==> src/rtl/mem_boot_loader_pkg.sv <==
// Shared definitions for the memory boot loader: FSM state encoding,
// default widths and header field offsets.
package boot_loader_pkg;

   localparam int DEF_DATA_W = 32;
   localparam int DEF_ADDR_W = 10;
   localparam int DEF_CNT_W  = 10;

   typedef enum logic [2:0] {
      ST_HDR,
      ST_PAYLOAD,
      ST_CKSUM,
      ST_RUN,
      ST_ERROR
   } state_t;

   // Header field positions as functions of the configured widths
   function automatic int tgt_bit(input int data_w);
      return data_w - 1;
   endfunction

   function automatic int go_bit(input int data_w);
      return data_w - 2;
   endfunction

   function automatic int cnt_lsb(input int addr_w);
      return addr_w;
   endfunction

   function automatic int addr_lsb();
      return 0;
   endfunction

   // Offsets for the default configuration
   localparam int TGT_BIT  = tgt_bit(DEF_DATA_W);
   localparam int GO_BIT   = go_bit(DEF_DATA_W);
   localparam int CNT_LSB  = cnt_lsb(DEF_ADDR_W);
   localparam int ADDR_LSB = addr_lsb();

endpackage

==> src/rtl/mem_boot_loader_if.sv <==
// Host stream plus CPU memory load port of the boot loader.
// slave: loader side; master: host / memory side.
interface mem_boot_loader_if
   import boot_loader_pkg::*;
#(
   parameter int DATA_W = DEF_DATA_W,
   parameter int ADDR_W = DEF_ADDR_W
);
   logic              host_valid;
   logic              host_ready;
   logic [DATA_W-1:0] host_data;
   logic              write_instruction;
   logic              write_data;
   logic [ADDR_W-1:0] address;
   logic [DATA_W-1:0] inst_data;

   modport master (
      output host_valid, host_data,
      input  host_ready, write_instruction, write_data, address, inst_data
   );

   modport slave (
      input  host_valid, host_data,
      output host_ready, write_instruction, write_data, address, inst_data
   );
endinterface

==> src/rtl/mem_boot_loader_cksum_acc.sv <==
// Running XOR of a segment: restarts with the header word, folds in
// every payload word.
module boot_cksum_acc #(
   parameter int DATA_W = 32
) (
   input  logic              clk,
   input  logic              rst,
   input  logic              hdr_beat,
   input  logic              data_beat,
   input  logic [DATA_W-1:0] data,
   output logic [DATA_W-1:0] sum
);
   // Accumulator: header restarts the sum, payload words fold in
   always_ff @(posedge clk or posedge rst) begin
      if (rst)            sum <= '0;
      else if (hdr_beat)  sum <= data;
      else if (data_beat) sum <= sum ^ data;
   end
endmodule

==> src/rtl/mem_boot_loader.sv <==
// Streams header-framed segments from a host into CPU instruction/data
// memory and holds the CPU in reset until a segment with 'go' completes.
// Optional feature: define BOOT_LOADER_CHECKSUM_EN for an XOR trailer
// word per segment and an ERROR state on mismatch.
module mem_boot_loader
   import boot_loader_pkg::*;
#(
   parameter int DATA_W = DEF_DATA_W,
   parameter int ADDR_W = DEF_ADDR_W,
   parameter int CNT_W  = DEF_CNT_W
) (
   input  logic                 clk,
   input  logic                 rst,
   mem_boot_loader_if.slave     host,
   input  logic                 reload,
   output logic                 cpu_rst,
   output logic                 busy,
   output logic                 error
);
   localparam int TGT_POS  = tgt_bit(DATA_W);
   localparam int GO_POS   = go_bit(DATA_W);
   localparam int CNT_POS  = cnt_lsb(ADDR_W);
   localparam int ADDR_POS = addr_lsb();

   if (ADDR_W + CNT_W > DATA_W - 2) begin : g_bad_widths
      $error("mem_boot_loader: ADDR_W+CNT_W must not exceed DATA_W-2");
   end

   state_t            state_q, state_d;
   logic              tgt_q, go_q;
   logic [ADDR_W-1:0] addr_cnt_q;
   logic [CNT_W-1:0]  rem_q;
   logic              hdr_beat, pay_beat, last_beat;

   assign hdr_beat  = host.host_valid && (state_q == ST_HDR);
   assign pay_beat  = host.host_valid && (state_q == ST_PAYLOAD);
   assign last_beat = (rem_q == '0);

`ifdef BOOT_LOADER_CHECKSUM_EN
   logic [DATA_W-1:0] sum;

   boot_cksum_acc #(.DATA_W(DATA_W)) u_cksum (
      .clk       (clk),
      .rst       (rst),
      .hdr_beat  (hdr_beat),
      .data_beat (pay_beat),
      .data      (host.host_data),
      .sum       (sum)
   );
`endif

   // State register
   always_ff @(posedge clk or posedge rst) begin
      if (rst) state_q <= ST_HDR;
      else     state_q <= state_d;
   end

   // Next-state logic plus the state-decoded handshake/status outputs
   always_comb begin
      // NOTE: every output gets a default before the case so no path leaves it unassigned (no latch).
      state_d         = state_q;
      host.host_ready = 1'b0;
      busy            = 1'b0;
      error           = 1'b0;
      unique case (state_q)
         ST_HDR: begin
            host.host_ready = 1'b1;
            if (host.host_valid) state_d = ST_PAYLOAD;
         end
         ST_PAYLOAD: begin
            host.host_ready = 1'b1;
            busy            = 1'b1;
            if (host.host_valid && last_beat) begin
`ifdef BOOT_LOADER_CHECKSUM_EN
               state_d = ST_CKSUM;
`else
               state_d = go_q ? ST_RUN : ST_HDR;
`endif
            end
         end
         ST_CKSUM: begin
`ifdef BOOT_LOADER_CHECKSUM_EN
            host.host_ready = 1'b1;
            busy            = 1'b1;
            if (host.host_valid) begin
               if (host.host_data == sum) state_d = go_q ? ST_RUN : ST_HDR;
               else                       state_d = ST_ERROR;
            end
`else
            state_d = ST_HDR;
`endif
         end
         ST_RUN: begin
            if (reload) state_d = ST_HDR;
         end
         ST_ERROR: begin
`ifdef BOOT_LOADER_CHECKSUM_EN
            error = 1'b1;
`endif
            if (reload) state_d = ST_HDR;
         end
         default: state_d = ST_HDR;
      endcase
   end

   // Header latch, address/remaining counters, registered write port and CPU reset
   always_ff @(posedge clk or posedge rst) begin
      if (rst) begin
         tgt_q                  <= 1'b0;
         go_q                   <= 1'b0;
         addr_cnt_q             <= '0;
         rem_q                  <= '0;
         host.write_instruction <= 1'b0;
         host.write_data        <= 1'b0;
         host.address           <= '0;
         host.inst_data         <= '0;
         cpu_rst                <= 1'b1;
      end else begin
         // NOTE: non-blocking assignments so every register here samples pre-edge values.
         host.write_instruction <= 1'b0;
         host.write_data        <= 1'b0;
         if (hdr_beat) begin
            tgt_q      <= host.host_data[TGT_POS];
            go_q       <= host.host_data[GO_POS];
            addr_cnt_q <= host.host_data[ADDR_POS +: ADDR_W];
            rem_q      <= host.host_data[CNT_POS +: CNT_W];
         end
         if (pay_beat) begin
            host.address           <= addr_cnt_q;
            host.inst_data         <= host.host_data;
            host.write_instruction <= !tgt_q;
            host.write_data        <= tgt_q;
            addr_cnt_q             <= addr_cnt_q + ADDR_W'(1);
            rem_q                  <= rem_q - CNT_W'(1);
         end
         // RUN is entered on the last write edge, so the release lands one cycle after the strobe
         cpu_rst <= !((state_q == ST_RUN) && !reload);
      end
   end
endmodule
==> src/flat_wrapper.sv <==
// flat-port wrapper written by rule: the top's interface ports become plain ports
module mem_boot_loader_flat import boot_loader_pkg::*;
#(
   parameter int DATA_W = DEF_DATA_W,
   parameter int ADDR_W = DEF_ADDR_W,
   parameter int CNT_W  = DEF_CNT_W
)
  (clk, rst, reload, cpu_rst, busy, error, host_host_valid, host_host_data, host_host_ready, host_write_instruction, host_write_data, host_address, host_inst_data);
  mem_boot_loader_if #(.DATA_W(DATA_W), .ADDR_W(ADDR_W)) host_i ();
  input  logic clk;
  input  logic rst;
  input  logic reload;
  output logic cpu_rst;
  output logic busy;
  output logic error;
  input wire logic [$bits(host_i.host_valid)-1:0] host_host_valid;
  input wire logic [$bits(host_i.host_data)-1:0] host_host_data;
  output wire logic [$bits(host_i.host_ready)-1:0] host_host_ready;
  output wire logic [$bits(host_i.write_instruction)-1:0] host_write_instruction;
  output wire logic [$bits(host_i.write_data)-1:0] host_write_data;
  output wire logic [$bits(host_i.address)-1:0] host_address;
  output wire logic [$bits(host_i.inst_data)-1:0] host_inst_data;
  assign host_i.host_valid = host_host_valid;
  assign host_i.host_data = host_host_data;
  assign host_host_ready = host_i.host_ready;
  assign host_write_instruction = host_i.write_instruction;
  assign host_write_data = host_i.write_data;
  assign host_address = host_i.address;
  assign host_inst_data = host_i.inst_data;
  mem_boot_loader #(.DATA_W(DATA_W), .ADDR_W(ADDR_W), .CNT_W(CNT_W)) u_core (.clk(clk), .rst(rst), .host(host_i), .reload(reload), .cpu_rst(cpu_rst), .busy(busy), .error(error));
endmodule
==> config.mk <==
export PLATFORM = sky130hd
export DESIGN_NAME = mem_boot_loader_flat
export DESIGN_NICKNAME = d
export VERILOG_FILES = /design/src/rtl/mem_boot_loader_pkg.sv /design/src/rtl/mem_boot_loader_if.sv /design/src/rtl/mem_boot_loader_cksum_acc.sv /design/src/rtl/mem_boot_loader.sv /design/src/flat_wrapper.sv
export SDC_FILE = /design/constraint.sdc
export NUM_CORES = 1
export LEC_CHECK = 0
export ABC_AREA = 1
export CORE_ASPECT_RATIO = 1.1
export CORE_MARGIN = 5
export CORE_UTILIZATION = 52
export CTS_CLUSTER_SIZE = 16
export DETAILED_ROUTE_END_ITERATION = 10
export GPL_TIMING_DRIVEN = 0
export PLACE_DENSITY = 0.89
export SKIP_CTS_REPAIR_TIMING = 1
export SLEW_MARGIN = 10
export SYNTH_ARGS = -nofsm -noshare
export SYNTH_HDL_FRONTEND = slang
export SYNTH_SLANG_ARGS = --single-unit
==> constraint.sdc <==
create_clock -name clk -period 5.5 [get_ports clk]
set_input_delay 0.55 -clock clk [delete_from_list [all_inputs] [get_ports clk]]
set_output_delay 0.55 -clock clk [all_outputs]
set_load 0.1 [all_outputs]
==> run_results.csv, run 1 <==
group,metric,value,unit
yosys,syn_nets,412,
routing,drt_pass1_iterations,5,
setup_path,start_kind,"flop",
power,max-vdd-ir-drop,0.2956,mV
cells_and_area,fillCellCount,404,
floorplan,die_h,90.87,um
placed_design,post-dp-hpwl,5.819,mm
routing,drc,0,
setup_path,crit_type,"flop to primary output",
floorplan,initial_core_util,53.59,%
yosys,yosys_warnings,0,
global_route,use_met1,25.89,%
cells_and_area,area.growth.synth_to_final,36.87,%
clock_tree,insertion_delay,0.34,ns
global_route,grt_use_total,22.36,%
yosys,syn_area_per_cell,8.267,sq um
routing,wl,8.057,mm
cells_and_area,fin_area,4232,sq um
run,max_cap_viol_count,0,
floorplan,die_area,7589,sq um
power,power_density,498.1,nW/um^2
clock_tree,clockBufferDepth,2,
floorplan,core,5769,sq um
global_route,antenna_found_initial,0,
timing,period_minus_slack,2.732,ns
timing,maxSlewHeadroom,32.88,%
timing,setup_slack,2.768,ns
floorplan,ios,84,
routing,via_per_inst,5.153,
setup_path,required,4.95,ns
min_path,hold_class,"flop to flop",
routing,vias,2834,
timing,finClkSkew,0.005820,ns
routing,postRouteAntennaNets,0,
timing,setup_violations,0,
setup_path,startpoint,"u_core.state_q[0]",
setup_path,max_stage_delay,1.17,ns
global_route,grt_use_met2,38.90,%
clock_tree,root_buffer,"clkbuf_8",
setup_path,r2r_start,"u_core.rem_q[0]",
placed_design,place_area,4039,sq um
global_route,grt_pass1_wl,13.47,mm
power,total_power,2.108,mW
yosys,synth_cell_type_count,30,
cells_and_area,insertedDiodeCount,0,
routing,drtIter0Drc,181,
yosys,netlist_area,3092,sq um
cells_and_area,nNetsFinal,506,
timing,hold_viol,0,
cells_and_area,drive_above_1_share,7.188,%
floorplan,rows,29,
setup_path,critPathBufInv,2,
setup_path,cp_slowest_cell,"clkdlybuf4s50_1",
timing,tightest_slew,1.004,ns
clock_tree,clkSlewWorstSetupHoldPaths,0.07,ns
outcome,status,"completed",
yosys,yosysSeqAreaShare,55.89,%
setup_path,worstPathCellList,"inv_1 -> nor2_4 -> clkdlybuf4s50_1",
clock_tree,numCtsBuffers,9,
setup_path,end_kind,"primary output",
clock_tree,cts_sinks,69,
clock_tree,cts.htree.levels,3,
floorplan,chipWidth,83.52,um
yosys,ys_seq_elements,69,
setup_path,critical_path.top_delay_family,"buffers and inverters",
min_path,hold_path_startpoint,"u_core.tgt_q",
timing,max_freq,366.0,MHz
placed_design,gp_congestion,0.8914,
placed_design,place_ws,3.130,ns
global_route,grt_use_met3,4.106,%
global_route,grt_pass1_vias,2893,
timing,drv_slew,0,
routing,post_drt_wl_per_cell,14.65,um
global_route,gr-total-overflow,0,
timing,rsz0062_at_grt,"false",
clock_tree,cts_tree,"built",
setup_path,crit_arrival,2.18,ns
global_route,grt_busiest_layer,"met2",
setup_path,critical_path.max_fanout,5,
timing,final.setup.tns,0,ns
global_route,grt_max_degree,48,
placed_design,port_buffers,82,
yosys,postSynthCellCount,374,
power,p_leak,2.076,nW
timing,post-route-period-util,49.68,%
[final cells by class]
| class | instances | area (sq um) | area share (%) |
|---|---|---|---|
| sequential | 69 | 1728 | 40.83 |
| multi-input combinational | 255 | 1131 | 26.73 |
| timing repair buffer | 83 | 848.3 | 20.05 |
| clock buffer | 12 | 145.1 | 3.430 |
| inverter | 35 | 133.9 | 3.164 |
| buffer | 15 | 101.3 | 2.395 |
| tap | 77 | 96.34 | 2.277 |
| clock inverter | 4 | 47.55 | 1.124 |
[cells in the mapped netlist (all sizes together)]
library cell	instances	share of area, %
ha	2	0.81
clkbuf	5	0.61
nand2	157	19
a21oi	6	0.97
nand4	2	0.40
nand3	16	2.6
nor3	2	0.32
a22oi	1	0.24
o21ai	29	4.8
o21a	1	0.24
buf	10	2.7
dfstp	1	0.85
conb	1	0.12
a211oi	1	0.24
nor2	25	3.4
o22ai	1	0.20
dfrtp	68	55
o211ai	3	0.73
inv	35	4.2
nand3b	3	0.73
o221ai	5	1.4
[worst register-to-register path, cell delays in order, from the launching register on]
cell	delay, ns
dfrtp_1	0.39
inv_1	0.09
ha_1	0.18
nand2_1	0.11
nor2_1	0.15
nand2_1	0.08
nor2_1	0.19
nand2_1	0.07
nand2_1	0.05
o21ai_0	0.07
[layer usage]
layer,wire [um],vias up
met5,0,-
met4,194,0
met3,384,16
met2,4307,91
met1,3170,1361
li1,-,1366
[state kept, by name (all words and copies together) (netlist names)]
register,flops
u_core.addr_cnt_q,10
u_core.cpu_rst,1
u_core.go_q,1
u_core.host.address,10
u_core.host.inst_data,32
u_core.host.write_data,1
u_core.host.write_instruction,1
u_core.rem_q,10
u_core.state_q,2
u_core.tgt_q,1
[power breakdown]
group	internal, mW	leakage, nW	switching, mW
Clock	0.221	0.0964	0.190
Combinational	0.243	1.14	0.718
Sequential	0.639	0.839	0.0972
Total	1.10	2.08	1.00
[cells by family (layout without fill, tap and decap cells)]
family | count (synthesis) | after routing | share of synthesized area (%)
adder cells (fa/ha/maj) | 2 | 2 | 0.8093
buffers and inverters | 50 | 149 | 7.527
AND/OR/NAND/NOR | 205 | 205 | 26.79
AO/OA/AOI/OAI | 47 | 47 | 8.863
other | 1 | 1 | 0.1213
flip-flops | 69 | 69 | 55.89
[worst paths after layout]
check / end / slack (ns) / cells after the start
max in group asynchronous: u_core.cpu_rst / 4.41 / 3
max reg2reg: u_core.state_q[0] / 3.98 / 9
min: u_core.host.write_instruction / 0.43 / 1
min in group asynchronous: u_core.host.write_data / 0.52 / 2
min reg2reg: u_core.host.write_instruction / 0.43 / 1
max: busy / 2.77 / 3
[metrics by stage]
stage | utilization [%] | std cells | hold slack (ns)
floorplan | - | 374 | 0.4032
detailed placement | 70.01 | 534 | 0.4150
global route | 73.35 | 550 | 0.4528
finish | 73.35 | 550 | 0.4281
CTS | 73.35 | 550 | 0.4241
global placement | 69.49 | 533 | 0.4081
[placed cells by master, fill, tap and decap left out, drive strengths merged, types with 2 or more instances in the layout]
| master | netlist | layout |
|---|---|---|
| nand3 | 16 | 16 |
| o211ai | 3 | 3 |
| clkinv | 0 | 2 |
| buf | 10 | 11 |
| clkdlybuf4s50 | 0 | 82 |
| dfrtp | 68 | 68 |
| nor3 | 2 | 2 |
| nand2 | 157 | 157 |
| o221ai | 5 | 5 |
| nand4 | 2 | 2 |
| nand3b | 3 | 3 |
| inv | 35 | 35 |
| clkbuf | 5 | 17 |
| ha | 2 | 2 |
| nor2 | 25 | 25 |
| o21ai | 29 | 29 |
| a21oi | 6 | 6 |
(Power assumes the default switching activity.)
==> run 2, diff against run 1 <==
--- a/config.mk
+++ b/config.mk
@@ -8,11 +8,11 @@
 export ABC_AREA = 1
 export CORE_ASPECT_RATIO = 1.1
 export CORE_MARGIN = 5
-export CORE_UTILIZATION = 52
+export CORE_UTILIZATION = 48
 export CTS_CLUSTER_SIZE = 16
 export DETAILED_ROUTE_END_ITERATION = 10
 export GPL_TIMING_DRIVEN = 0
-export PLACE_DENSITY = 0.89
+export PLACE_DENSITY = 0.84
 export SKIP_CTS_REPAIR_TIMING = 1
 export SLEW_MARGIN = 10
 export SYNTH_ARGS = -nofsm -noshare
==> constraint.sdc (replaced) <==
create_clock -name clk -period 2.67 [get_ports clk]
set_input_delay 0.267 -clock clk [delete_from_list [all_inputs] [get_ports clk]]
set_output_delay 0.267 -clock clk [all_outputs]
set_load 0.1 [all_outputs]
==> run 2 against run 1 <==
Combinational power rose by 100%. First-iteration DRC count up 2.8%. Highest routed layer unchanged. Count of clock-buffer cells in the layout did not move. Register-to-register slack got worse by 2.9 ns. Power grew 110%. Routed wire length up 1.1%. Critical path depth unchanged. Setup slack worse by 2.6 ns. Final cell count up 0.55%. Global-route usage fell by 0.90 points.
==> run_results.csv, run 2 (synthesized netlist as in run 1, its figures left out) <==
group,metric,value,unit
timing,hold_viol,0,
clock_tree,clockBufferDepth,2,
cells_and_area,instances_no_fill,553,
timing,drv_slew,0,
placed_design,place_ws,0.6088,ns
global_route,grt_max_degree,46,
clock_tree,cts_sinks,69,
cells_and_area,fillCellCount,493,
timing,period_minus_slack,2.462,ns
power,p_leak,2.096,nW
floorplan,die_h,94.18,um
global_route,grt_pass1_wl,13.51,mm
routing,via_per_inst,5.177,
cells_and_area,multiInputGateArea,1131,sq um
cells_and_area,final_cell_mix,"nand2_1, clkdlybuf4s50_1, dfrtp_1",
clock_tree,insertion_delay,0.36,ns
routing,drt_pass1_iterations,5,
timing,rsz0062_at_grt,"false",
setup_path,critPathBufInv,2,
routing,drc,0,
routing,postRouteAntennaNets,0,
global_route,grt_pass1_vias,2838,
setup_path,r2r_start,"u_core.rem_q[0]",
timing,setup_violations,0,
cells_and_area,utilization,68.49,%
setup_path,required,2.40,ns
cells_and_area,insertedDiodeCount,0,
timing,post-route-period-util,92.21,%
cells_and_area,nNetsFinal,506,
clock_tree,cts.htree.levels,3,
placed_design,placed_cells,537,
cells_and_area,largest_reg_flops,32,
clock_tree,root_buffer,"clkbuf_8",
timing,max_freq,406.2,MHz
run,max_cap_viol_count,0,
routing,drtIter0Drc,186,
setup_path,start_kind,"flop",
floorplan,core,6231,sq um
clock_tree,numCtsBuffers,9,
global_route,grt_use_total,21.46,%
routing,vias,2863,
placed_design,gp_congestion,0.8939,
cells_and_area,final_common_cell,"nand2_1",
outcome,status,"completed",
setup_path,end_kind,"primary output",
setup_path,cp_slowest_cell,"clkdlybuf4s50_1",
clock_tree,cts_tree,"built",
setup_path,crit_type,"flop to primary output",
setup_path,worstPathCellList,"inv_1 -> nor2_4 -> clkdlybuf4s50_1",
setup_path,critical_path.max_fanout,5,
setup_path,worstRegToRegCells,9,
floorplan,chipWidth,86.52,um
setup_path,max_stage_delay,1.16,ns
routing,post_drt_wl_per_cell,14.73,um
setup_path,crit_arrival,2.20,ns
setup_path,reg2reg_slack,1.13,ns
placed_design,post-dp-hpwl,5.869,mm
timing,setup_slack,0.2079,ns
global_route,antenna_found_initial,0,
timing,tightest_slew,1.005,ns
cells_and_area,top_register,"u_core.host.inst_data",
setup_path,r2r_end,"u_core.state_q[0]",
cells_and_area,area.growth.synth_to_final,38.04,%
routing,wl,8.143,mm
timing,finClkSkew,0.007083,ns
clock_tree,clkSlewWorstSetupHoldPaths,0.07,ns
floorplan,rows,30,
placed_design,port_buffers,82,
floorplan,die_area,8148,sq um
placed_design,place_area,4043,sq um
floorplan,ios,84,
power,power_density,1047,nW/um^2
cells_and_area,fin_area,4268,sq um
global_route,gr-total-overflow,0,
timing,maxSlewHeadroom,32.77,%
cells_and_area,drive_above_1_share,7.400,%
power,max-vdd-ir-drop,0.7358,mV
floorplan,initial_core_util,49.62,%
setup_path,critical_path.top_delay_family,"buffers and inverters",
cells_and_area,register_area,1728,sq um
power,total_power,4.469,mW
min_path,hold_class,"primary input to asynchronous set/reset pin",
==> run 2: power by group <==
group	total [mW]	internal, mW	switching [mW]	leakage, nW
clock	0.974	0.574	0.399	0.116
combinational	1.97	0.499	1.47	1.14
sequential	1.52	1.32	0.204	0.839
total	4.47	2.39	2.08	2.10
==> run 2: final cells by class <==
type,instances,area share (%)
inverter,35,3.137
tap,80,2.345
sequential,69,40.49
buffer,15,2.375
multi-input combinational,255,26.50
clock buffer,12,3.635
clock inverter,4,1.642
timing repair buffer,83,19.88
==> run 2: how the worst max path moves through the flow <==
stage | startpoint | to | slack [ns] | cells after the start
after floorplan | rst | u_core.addr_cnt_q[0] | 0.66 | 1
after global placement | rst | u_core.host.inst_data[30] | -0.49 | 2
after detailed placement | u_core.state_q[0] | busy | 0.61 | 3
after CTS | u_core.state_q[0] | busy | 0.21 | 3
after global routing | u_core.state_q[0] | busy | 0.17 | 3
final | u_core.state_q[0] | busy | 0.21 | 3
==> run 2: per-layer routing <==
metal	track usage, %	part of all wire (%)	up-vias
li1	-	-	1365
met1	26.22	40	1365
met2	36.48	52	118
met3	4.561	5.6	15
met4	8.961	2.2	0
met5	0	0	-
==> run 2: worst register-to-register path, delay by kind of cell, from the launching register on <==
| kind | cells | cell delay (ns) |
|---|---|---|
| flip-flops | 1 | 0.40 |
| AND/OR/NAND/NOR | 6 | 0.67 |
| buffers and inverters | 1 | 0.09 |
| adder cells (fa/ha/maj) | 1 | 0.18 |
| AO/OA/AOI/OAI | 1 | 0.08 |
==> run 2: through the flow <==
| stage | setup TNS [ns] | hold slack (ns) |
|---|---|---|
| final | 0 | 0.2234 |
| after detailed placement | 0 | 0.4143 |
| after global placement | -33.07 | 0.4118 |
| after floorplan | 0 | 0.3766 |
| after CTS | 0 | 0.2300 |
| after global routing | 0 | 0.2478 |
